<file path="src/rtl/mul_step_seq.sv">
`default_nettype none
// ============================================================================
// Module   : mul_step_seq
// Purpose  : Iterative unsigned N x N mantissa multiplier. One shift-add row
//            is reused for N cycles, one multiplier bit per cycle.
// Revision : 1.0 - initial release
// ============================================================================
module mul_step_seq #(
   parameter int N = 24
) (
   input  logic           clk,
   input  logic           rst_n,
   input  logic           in_valid,
   output logic           in_ready,
   input  logic [N-1:0]   a,
   input  logic [N-1:0]   b,
   input  logic           abort,
   output logic           out_valid,
   input  logic           out_ready,
   output logic [2*N-1:0] p,
   output logic           busy
);

   localparam int CW = $clog2(N);
   localparam logic [CW-1:0] c_last = CW'(N - 1);

   typedef enum logic [1:0] {
      S_IDLE = 2'd0,
      S_RUN  = 2'd1,
      S_DONE = 2'd2
   } state_t;

   state_t        r_state;
   logic [N-1:0]  r_a;
   logic [N-1:0]  r_b;
   logic [N-2:0]  r_s;
   logic          r_c;
   logic [N-1:0]  r_l;
   logic [CW-1:0] r_cnt;
   logic          r_in_ready;
   logic          r_out_valid;
   logic          r_busy;
   logic [N:0]    w_row;

   // {C,S} is the upper N bits of the running product; add the gated
   // multiplicand, then everything shifts right by one bit.
   assign w_row = {1'b0, r_c, r_s} + {1'b0, r_a & {N{r_b[0]}}};

   assign p         = {r_c, r_s, r_l};
   assign in_ready  = r_in_ready;
   assign out_valid = r_out_valid;
   assign busy      = r_busy;

   always_ff @(posedge clk) begin
      if (!rst_n) begin
         r_state     <= S_IDLE;
         r_a         <= '0;
         r_b         <= '0;
         r_s         <= '0;
         r_c         <= 1'b0;
         r_l         <= '0;
         r_cnt       <= '0;
         r_in_ready  <= 1'b1;
         r_out_valid <= 1'b0;
         r_busy      <= 1'b0;
      end else begin
         case (r_state)
            S_IDLE: begin
               // abort has no effect here; a simultaneous request is accepted
               if (in_valid) begin
                  r_a        <= a;
                  r_b        <= b;
                  r_s        <= '0;
                  r_c        <= 1'b0;
                  r_l        <= '0;
                  r_cnt      <= '0;
                  r_state    <= S_RUN;
                  r_in_ready <= 1'b0;
                  r_busy     <= 1'b1;
               end
            end
            S_RUN: begin
               if (abort) begin
                  r_state    <= S_IDLE;
                  r_in_ready <= 1'b1;
                  r_busy     <= 1'b0;
               end else begin
                  r_s   <= w_row[N-1:1];
                  r_c   <= w_row[N];
                  r_l   <= {w_row[0], r_l[N-1:1]};
                  r_b   <= r_b >> 1;
                  r_cnt <= r_cnt + 1'b1;
                  if (r_cnt == c_last) begin
                     r_state     <= S_DONE;
                     r_out_valid <= 1'b1;
                  end
               end
            end
            S_DONE: begin
               if (abort || out_ready) begin
                  r_state     <= S_IDLE;
                  r_out_valid <= 1'b0;
                  r_in_ready  <= 1'b1;
                  r_busy      <= 1'b0;
               end
            end
            default: begin
               r_state     <= S_IDLE;
               r_out_valid <= 1'b0;
               r_in_ready  <= 1'b1;
               r_busy      <= 1'b0;
            end
         endcase
      end
   end

endmodule
`default_nettype wire
</file>
<file path="config.mk">
export PLATFORM = sky130hd
export DESIGN_NAME = mul_step_seq
export DESIGN_NICKNAME = d
export VERILOG_FILES = /design/src/rtl/mul_step_seq.sv
export SDC_FILE = /design/constraint.sdc
export NUM_CORES = 1
export LEC_CHECK = 0
export BUFFER_PORTS_ARGS = -buffer_cell sky130_fd_sc_hd__buf_2
export CAP_MARGIN = 15
export CORE_MARGIN = 8
export CORE_UTILIZATION = 35
export DETAILED_ROUTE_END_ITERATION = 8
export SKIP_CTS_REPAIR_TIMING = 1
export SLEW_MARGIN = 0
export SYNTH_ARGS = -nofsm -noshare
export SYNTH_HDL_FRONTEND = slang
export SYNTH_SLANG_ARGS = --single-unit
</file>
<file path="constraint.sdc">
create_clock -name clk -period 2.2 [get_ports clk]
set_input_delay 0.11 -clock clk [delete_from_list [all_inputs] [get_ports clk]]
set_output_delay 0.11 -clock clk [all_outputs]
set_load 0.02 [all_outputs]
</file>
==> flow_metrics.env, run 1 <==
export IMPL_max_cap_violations=0
export IMPL_routed_wl_um=15200
export IMPL_async_flop_share_pct=0
export IMPL_synth_area_mm2=0.00536
export IMPL_avgSynthCellArea_um2=7.94
export IMPL_ir_drop_mv=0.446
export IMPL_cp_arrival_ns=2.75
export IMPL_cp_endpoint="r_s[17]$_SDFFE_PN0P_"
export IMPL_synth_top_cell_area_share_pct=39.6
export IMPL_yosysTopAreaCell="dfxtp_1"
export IMPL_setup_viol=14
export IMPL_gp_congestion=0.817
export IMPL_min_period_ns=2.50
export IMPL_synth_cell_type_count=56
export IMPL_areaGrowthSynthToFinish_pct=36.3
export IMPL_nNetsFinal=915
export IMPL_antenna_found_initial=1
export IMPL_hold_viol_final=5
export IMPL_p_per_area_mw_per_mm2=585
export IMPL_cts_buffers=9
export IMPL_dp_worst_setup_slack_ns=-0.319
export IMPL_slew_headroom_pct=24.3
export IMPL_netlist_top_cells_count="nand2_1, dfxtp_1, a21oi_1"
export IMPL_core_area_mm2=0.0151
export IMPL_cp_startpoint="r_b[0]$_SDFFE_PN0P_"
export IMPL_grt_pass1_vias=5077
export IMPL_cp_max_fo=5
export IMPL_ys_warn_count=0
export IMPL_drive_gt1_share_pct=28.7
export IMPL_cp_slowest_cell="o311a_1"
export IMPL_crit_chain="and2_4 -> ha_4 -> fa_2 -> a211o_1 -> a21boi_2 -> o21ai_2 -> o311a_1 -> a41oi_2 -> xor2_1 -> o21ai_1"
export IMPL_dieWidth_um=140
export IMPL_setup_tns_ns=-1.69
export IMPL_grt_pass1_wl_um=24700
export IMPL_ys_flop_type="dfxtp_1"
export IMPL_worst_setup_path_start_kind="register"
export IMPL_cp_end_kind="register"
export IMPL_cts_max_level=3
export IMPL_slew_violations=0
export IMPL_hold_worst_slack_ns=-0.0120
export IMPL_floorplan_initialDensity_pct=35.5
export IMPL_io_buffers=103
export IMPL_reg2reg_to="r_s[17]$_SDFFE_PN0P_"
export IMPL_rows=45
export IMPL_slowest_delay_ns=0.42
export IMPL_synthCells=675
export IMPL_cp_required_ns=2.45
export IMPL_grt_max_degree=54
export IMPL_wire_per_inst_um=14.7
export IMPL_via_count=5202
export IMPL_violations="hold timing, setup timing"
export IMPL_synth_area_top_cells="dfxtp_1, nand2_1, a21oi_1"
export IMPL_rr_startpoint="r_b[0]$_SDFFE_PN0P_"
export IMPL_synth_nets=754
export IMPL_grt_overflow=0
export IMPL_fin_crit_sh_pct=114
export IMPL_ys_ff_latch=106
export IMPL_diodes=0
export IMPL_clk_latency_ns=0.36
export IMPL_fp_dieH_um=140
export IMPL_rsz0062_at_grt="yes"
export IMPL_synth_edf_count=0
export IMPL_max_freq_ghz=0.400
export IMPL_reg2reg_depth=10
export IMPL_cts_path_max_buffers=2
export IMPL_ant_nets=0
export IMPL_hpwlAfterDp_um=10700
export IMPL_tritoncts="yes"
export IMPL_pin_count=104
export IMPL_p_leak_nw=3.22
export IMPL_dieArea_mm2=0.0195
export IMPL_firstDrtPassIters=4
export IMPL_drc=0
export IMPL_hp_class="in -> reg"
export IMPL_drt_iter0_markers=304
export IMPL_worst_pin_slew_ns=1.13
export IMPL_rrSetupSlack_ns=-0.30
export IMPL_yosysMostFrequentCell="nand2_1"
export IMPL_numClockSinks=106
export IMPL_criticalPathCategory="reg -> reg"
export IMPL_status="complete, but fails checks"
export IMPL_synth_seq_area_share_pct=39.6
export IMPL_track_usage_pct=15.3
export IMPL_cts_root_buffer="clkbuf_16"
export IMPL_clk_pin_slew_worst_paths_ns=0.08
export IMPL_skew_ns=0.00787
export IMPL_worst_slack_ns=-0.298
export IMPL_viasPerCell=5.06
[layout make-up]
type | count | area [um2]
Multi-Input combinational cell | 519 | 3300
Sequential cell | 106 | 2130
Clock buffer | 9 | 225
Clock inverter | 7 | 92.6
Fill cell | 1534 | 7780
Timing Repair Buffer | 197 | 1320
Inverter | 3 | 11.3
Tap cell | 188 | 235
[report_power, final]
group | internal [W] | total, W | leakage, nW | switching (W)
logic | 0.000213 | 0.000510 | 2.19 | 0.000297
registers | 0.00199 | 0.00204 | 0.865 | 0.0000405
clock network | 0.000916 | 0.00173 | 0.156 | 0.000812
total | 0.00312 | 0.00427 | 3.22 | 0.00115
[worst max-delay path: cells and delay by family (launching register included)]
family                     cells  cell delay, ns
AOI/OAI and AO/OA              6            1.22
adders and majority gates      2            0.51
DFF                            1            0.36
xor gates and xnor gates       1            0.16
and+or+nand+nor                1            0.14
[cell families after synthesis]
family | count (synthesis) | share of synthesized area [%]
fa+ha+maj | 26 | 6.21
xor+xnor | 22 | 3.59
buf+inv | 50 | 4.15
flops | 106 | 39.6
compound gates | 182 | 22.0
mux | 2 | 0.373
simple gates | 287 | 24.1
[layer usage]
layer  global-route usage (%)  vias to the layer above  part of all wire [%]
met4                     3.43                        2                  0.77
met1                     18.5                     2405                    46
met2                     25.2                      103                    47
met3                     5.81                       12                   6.4
li1                         -                     2680                     -
met5                        0                        -                  0.11
[worst min-delay path by stage]
stage	start	endpoint	cells past startpoint
2_1_floorplan	rst_n	in_ready$_SDFFE_PN1P_	1
3_3_place_gp	rst_n	in_ready$_SDFFE_PN1P_	2
3_5_place_dp	rst_n	in_ready$_SDFFE_PN1P_	2
4_1_cts	rst_n	in_ready$_SDFFE_PN1P_	2
5_1_grt	a[1]	r_a[1]$_SDFFE_PN0P_	3
6_report	a[16]	r_a[16]$_SDFFE_PN0P_	3
[state kept, by name (all words and copies together) (netlist names)]
| name | count |
|---|---|
| r_a | 24 |
| r_b | 24 |
| r_l | 24 |
| r_s | 23 |
| r_cnt | 5 |
| r_state | 2 |
| busy | 1 |
| in_ready | 1 |
| out_valid | 1 |
| r_c | 1 |
[cells in the final DEF, fill, tap and decap left out, types with 7 or more instances in the layout]
cell type / n
ha_1: 17
ha_4: 8
buf_2: 103
nand2_1: 147
a22oi_1: 7
and2_1: 22
a311oi_1: 23
buf_4: 69
nand4_1: 8
dlygate4sd3_1: 21
dfxtp_1: 105
nor2_1: 49
a21oi_1: 67
clkbuf_16: 9
a21o_1: 10
o21ai_0: 17
xor2_1: 12
nand3_1: 29
xnor2_1: 9
[stage by stage]
step           instances  utilization, %  hold WS (ns)  instance area, um2  power [W]
5_1_grt             1029            48.4      0.000690                7310    0.00447
3_5_place_dp         990            43.2         0.331                6520    0.00256
2_1_floorplan        675               -         0.172                5400    0.00237
4_1_cts             1006            45.3       -0.0532                6840    0.00430
6_report            1029            48.4       -0.0120                7310    0.00427
3_3_place_gp         990            43.2         0.329                6520    0.00256
Note: power is estimated with default switching activity, not from simulation.
==> inputs of run 2 (changes only) <==
- CELL_PAD_IN_SITES_DETAIL_PLACEMENT: unset -> 1
- CELL_PAD_IN_SITES_GLOBAL_PLACEMENT: unset -> 1
- PLACE_DENSITY_LB_ADDON: unset -> 0.1
==> run 2 against run 1 <==
Combinational power fell by 0.8%. Critical endpoint is now r_s[19]$_SDFFE_PN0P_. Largest power group unchanged. Design area fell by 2.3%. The flow still finishes with violations (hold timing, setup timing). Sequential power barely moved. Largest cell class unchanged.
==> flow_metrics.env, run 2 (synthesis gave the netlist of run 1 again) <==
export IMPL_path_common_cell="buf_12"
export IMPL_hpwlAfterDp_um=12100
export IMPL_ir_drop_mv=0.366
export IMPL_cts_max_level=3
export IMPL_firstDrtPassIters=4
export IMPL_slowest_delay_ns=0.34
export IMPL_use_met3_pct=4.45
export IMPL_rrSetupSlack_ns=-0.32
export IMPL_areaGrowthSynthToFinish_pct=33.2
export IMPL_final_cell_mix="nand2_1, dfxtp_1, buf_2"
export IMPL_worst_pin_slew_ns=1.06
export IMPL_nNetsFinal=907
export IMPL_hold_worst_slack_ns=-0.00630
export IMPL_rr_startpoint="r_b[0]$_SDFFE_PN0P_"
export IMPL_pin_count=104
export IMPL_drt_iter0_markers=224
export IMPL_met2_usage_pct=30.7
export IMPL_clk_latency_ns=0.35
export IMPL_status="complete, but fails checks"
export IMPL_core_area_mm2=0.0151
export IMPL_fp_dieH_um=140
export IMPL_max_freq_ghz=0.396
export IMPL_clk_pin_slew_worst_paths_ns=0.07
export IMPL_hp_class="in -> reg"
export IMPL_slew_headroom_pct=29.0
export IMPL_io_buffers=103
export IMPL_floorplan_initialDensity_pct=35.5
export IMPL_hold_path_endpoint="r_a[15]$_SDFFE_PN0P_"
export IMPL_max_cap_violations=0
export IMPL_diodes=0
export IMPL_violations="hold timing, setup timing"
export IMPL_dp_cells=993
export IMPL_cp_max_fo=12
export IMPL_viasPerCell=5.20
export IMPL_routed_wl_um=16800
export IMPL_fillerInstances=1856
export IMPL_grt_overflow=0
export IMPL_min_period_ns=2.52
export IMPL_dieWidth_um=140
export IMPL_track_usage_pct=17.2
export IMPL_grt_max_degree=75
export IMPL_layout_cells_non_filler=1021
export IMPL_criticalPathCategory="reg -> reg"
export IMPL_worst_slack_ns=-0.325
export IMPL_cp_required_ns=2.44
export IMPL_layout_commonest_cell="nand2_1"
export IMPL_cp_slowest_cell="dfxtp_2"
export IMPL_slew_violations=0
export IMPL_path_buf_inv=2
export IMPL_worst_setup_path_start_kind="register"
export IMPL_fin_crit_sh_pct=115
export IMPL_wire_per_inst_um=16.4
export IMPL_drive_gt1_share_pct=28.7
export IMPL_rsz0062_at_grt="yes"
export IMPL_grt_pass1_wl_um=28000
export IMPL_grt_pass1_vias=5744
export IMPL_path_delay_family="simple AND/OR/NAND/NOR gates"
export IMPL_numClockSinks=106
export IMPL_reg2reg_to="r_s[19]$_SDFFE_PN0P_"
export IMPL_ant_nets=0
export IMPL_busiest_layer="met2"
export IMPL_gp_congestion=0.856
export IMPL_p_leak_nw=3.17
export IMPL_cp_end_kind="register"
export IMPL_antenna_found_initial=0
export IMPL_gr_usage_met1_pct=19.7
export IMPL_tritoncts="yes"
export IMPL_hold_viol_final=7
export IMPL_setup_viol=14
export IMPL_crit_chain="buf_12 -> buf_12 -> and2_1 -> ha_1 -> and2_4 -> and3_1 -> and4_1 -> a211o_1 -> a31oi_2 -> xor2_1 -> o21ai_1"
export IMPL_drc=0
export IMPL_rows=45
export IMPL_dieArea_mm2=0.0195
export IMPL_skew_ns=0.00955
export IMPL_cp_arrival_ns=2.76
export IMPL_p_per_area_mw_per_mm2=586
export IMPL_min_from="a[15]"
export IMPL_reg_top3="r_a: 24 flops, r_b: 24 flops, r_l: 24 flops"
export IMPL_cts_buffers=9
export IMPL_reg2reg_depth=11
export IMPL_cts_root_buffer="clkbuf_16"
export IMPL_holdPathStages=3
export IMPL_cts_path_max_buffers=2
export IMPL_power_w=0.00419
export IMPL_via_count=5312
==> run 2: cell types whose count changed in the layout (fill, tap and decap cells not counted), moves of 3 or more <==
cell	previous run	this run
a21oi_2	3	6
dlygate4sd3_1	21	8
buf_4	69	73
o21ai_1	4	8
o21ai_2	6	3
==> run 2: worst max-delay path by stage <==
stage                     depth (start not counted)  slack [ns]           startpoint                    to
after detailed placement                         12       -0.32  r_b[0]$_SDFFE_PN0P_  r_s[20]$_SDFFE_PN0P_
after global routing                             12       -0.45  r_b[0]$_SDFFE_PN0P_  r_s[22]$_SDFFE_PN0P_
final                                            11       -0.32  r_b[0]$_SDFFE_PN0P_  r_s[19]$_SDFFE_PN0P_
after floorplan                                  10       -0.12  r_b[0]$_SDFFE_PN0P_  r_s[17]$_SDFFE_PN0P_
after CTS                                        12       -0.34  r_b[0]$_SDFFE_PN0P_  r_s[20]$_SDFFE_PN0P_
after global placement                           11       -0.25  r_b[0]$_SDFFE_PN0P_  r_s[20]$_SDFFE_PN0P_
==> run 2: tightest hold or removal path, cell delays in order <==
cell and delay (ns):
buf_2 0.09, nand2_1 0.04, a21oi_1 0.05
==> run 2: power by group <==
group	internal, W	total [W]	leakage, nW	switching, W
sequential	0.00200	0.00204	0.865	0.0000416
clock	0.000893	0.00164	0.144	0.000750
combinational	0.000204	0.000506	2.16	0.000301
total	0.00309	0.00419	3.17	0.00109
==> run 2: final cells by class <==
cell class | count | area (um2) | share of cell area [%]
multi-input combinational | 519 | 3230 | 45.3
sequential | 106 | 2120 | 29.7
timing repair buffer | 189 | 1240 | 17.4
tap | 188 | 235 | 3.29
clock buffer | 11 | 233 | 3.26
clock inverter | 5 | 61.3 | 0.859
inverter | 3 | 11.3 | 0.158
==> run 2: routing by layer <==
metal  vias to the layer above  share of wire (%)
li1                       2664                  -
met1                      2551                 43
met2                        82                 51
met3                        15                4.2
met4                         0                1.3
met5                         -                  0
==> run 2: per-stage QoR <==
step / TNS, ns / util, % / cell area (um2) / setup WS (ns)
global route: -4.55 / 47.3 / 7140 / -0.453
CTS: -3.86 / 45.5 / 6860 / -0.340
global placement: -2.39 / 43.5 / 6570 / -0.247
floorplan: -0.342 / - / 5400 / -0.123
finish: -2.14 / 47.3 / 7140 / -0.325
detailed placement: -3.40 / 43.5 / 6570 / -0.319
==> inputs of run 3 (changes only) <==
- CTS_CLUSTER_DIAMETER: unset -> 150
- TNS_END_PERCENT: unset -> 1
==> run 3 against run 2 <==
The run still ends with hold timing, setup timing left. First-iteration DRC count rose by 0.89%. Clock power is essentially flat. Sequential power about the same. Sequential share of layout area is 0.55 points higher. Fmax up 1.8%. Wire length rose by 0.35%. Count of clock-buffer cells in the layout down 1. Clock skew shrank 0.0012 ns. Global-route usage fell by 0.22 points. Power fell by 0.59%. Largest cell class unchanged. Largest power group unchanged. Highest routed layer unchanged.
==> flow_metrics.env, run 3 (synthesis gave the netlist of run 1 again) <==
export IMPL_status="complete, but fails checks"
export IMPL_violations="hold timing, setup timing"
export IMPL_slew_violations=0
export IMPL_final_cell_mix="nand2_1, dfxtp_1, buf_2"
export IMPL_p_comb_share_pct=11.8
export IMPL_grt_pass1_wl_um=27600
export IMPL_clk_latency_ns=0.35
export IMPL_cts_max_level=3
export IMPL_pin_count=104
export IMPL_clkPwrFrac_pct=39.1
export IMPL_worst_pin_slew_ns=0.531
export IMPL_routed_wl_um=16800
export IMPL_reg_top3="r_a: 24 flops, r_b: 24 flops, r_l: 24 flops"
export IMPL_dieArea_mm2=0.0195
export IMPL_slowest_delay_ns=0.37
export IMPL_max_cap_violations=0
export IMPL_slew_headroom_pct=64.6
export IMPL_path_buf_inv=2
export IMPL_switching_share_pct=26.1
export IMPL_numClockSinks=106
export IMPL_antenna_found_initial=0
export IMPL_drt_iter0_markers=226
export IMPL_io_buffers=103
export IMPL_post_dp_cell_area_mm2=0.00651
export IMPL_ant_nets=0
export IMPL_clk_pin_slew_worst_paths_ns=0.07
export IMPL_fin_crit_sh_pct=113
export IMPL_layout_commonest_cell="nand2_1"
export IMPL_gp_congestion=0.899
export IMPL_setup_viol=16
export IMPL_p_per_area_mw_per_mm2=594
export IMPL_floorplan_initialDensity_pct=35.5
export IMPL_hold_worst_slack_ns=-0.00432
export IMPL_cellInternalPower_w=0.00307
export IMPL_p_leak_nw=3.12
export IMPL_worst_setup_path_start_kind="register"
export IMPL_path_common_cell="o21ai_0"
export IMPL_max_freq_ghz=0.403
export IMPL_wire_per_inst_um=16.6
export IMPL_crit_chain="buf_12 -> and2_4 -> ha_4 -> a211oi_4 -> o21ai_2 -> a32o_1 -> o31ai_2 -> buf_4 -> o21ai_0 -> xnor2_1 -> o21ai_0"
export IMPL_grt_pass1_vias=5603
export IMPL_hold_viol_final=2
export IMPL_cts_root_buffer="clkbuf_16"
export IMPL_grt_overflow=0
export IMPL_hpwlAfterDp_um=12300
export IMPL_grt_max_degree=75
export IMPL_dp_worst_setup_slack_ns=-0.450
export IMPL_drc=0
export IMPL_core_area_mm2=0.0151
export IMPL_seqPwrFrac_pct=49.0
export IMPL_firstDrtPassIters=4
export IMPL_layout_cells_non_filler=1011
export IMPL_skew_ns=0.00834
export IMPL_cp_required_ns=2.43
export IMPL_drive_gt1_share_pct=28.3
export IMPL_final_cell_area_mm2=0.00701
export IMPL_path_delay_family="compound AO/OA/AOI/OAI gates"
export IMPL_dieWidth_um=140
export IMPL_cp_slowest_cell="dfxtp_2"
export IMPL_cts_path_max_buffers=2
export IMPL_cp_end_kind="register"
export IMPL_worst_slack_ns=-0.281
export IMPL_criticalPathCategory="reg -> reg"
export IMPL_rows=45
export IMPL_rsz0062_at_grt="yes"
export IMPL_cts_buffers=9
export IMPL_cp_max_fo=15
export IMPL_min_period_ns=2.48
export IMPL_hp_class="in -> reg"
export IMPL_tritoncts="yes"
export IMPL_track_usage_pct=17.0
export IMPL_fp_dieH_um=140
export IMPL_ir_drop_mv=0.444
export IMPL_nNetsFinal=897
export IMPL_viasPerCell=5.20
export IMPL_via_count=5258
export IMPL_power_switching_w=0.00109
export IMPL_areaGrowthSynthToFinish_pct=30.8
export IMPL_cp_arrival_ns=2.71
export IMPL_dp_cells=991
run 3: cell types whose count changed in the layout (fill, tap and decap cells not counted), sizes merged:
| cell | previous run | this run |
|---|---|---|
| dlygate4sd3 | 8 | 3 |
| clkinvlp | 0 | 2 |
| clkbuf | 11 | 10 |
| buf | 181 | 176 |
| clkinv | 2 | 0 |
| diode | 0 | 1 |
run 3: layout make-up:
cell class / count / area [um2]
diodes: 1 / 2.50
fillers: 1877 / 8080
clock inverters: 5 / 62.6
clock buffers: 10 / 229
flip-flops and latches: 106 / 2120
multi-input cells: 519 / 3200
inverters: 3 / 11.3
well taps: 188 / 235
repair buffers: 179 / 1140
run 3: metal layers:
metal	vias up	track usage [%]	routed length, um
li1	2646	-	-
met1	2503	19.4	7490
met3	23	5.47	792
met5	-	0	0
met2	86	29.6	8280
met4	0	4.80	269
run 3: metrics by stage:
stage / setup TNS [ns] / power (W) / util, %
global route: -4.17 / 0.00436 / 46.4
global placement: -2.74 / 0.00255 / 43.1
CTS: -4.27 / 0.00422 / 45.1
detailed placement: -3.86 / 0.00257 / 43.1
finish: -2.16 / 0.00416 / 46.5
floorplan: -0.609 / 0.00237 / -
run 3: final timing paths:
kind                              from                    to  slack [ns]  depth (start not counted)
setup / recovery   r_b[0]$_SDFFE_PN0P_  r_s[16]$_SDFFE_PN0P_       -0.28                         11
hold reg to reg   r_a[18]$_SDFFE_PN0P_  r_a[18]$_SDFFE_PN0P_        0.46                          2
hold / removal                    a[5]   r_a[5]$_SDFFE_PN0P_      -0.004                          3
setup reg to reg   r_b[0]$_SDFFE_PN0P_  r_s[16]$_SDFFE_PN0P_       -0.28                         11
run 3: power by group through the flow:
stage | Clock (W) | Sequential [W] | Combinational [W]
after detailed placement | 0 | 0.00208 | 0.000488
final | 0.00163 | 0.00204 | 0.000492
after global routing | 0.00176 | 0.00205 | 0.000554
after floorplan | 0 | 0.00207 | 0.000298
after CTS | 0.00169 | 0.00204 | 0.000491
after global placement | 0 | 0.00208 | 0.000469
run 3: worst min-delay path: stages:
cell and delay, ns:
buf_2 0.10, nand2_1 0.05, a21oi_1 0.05
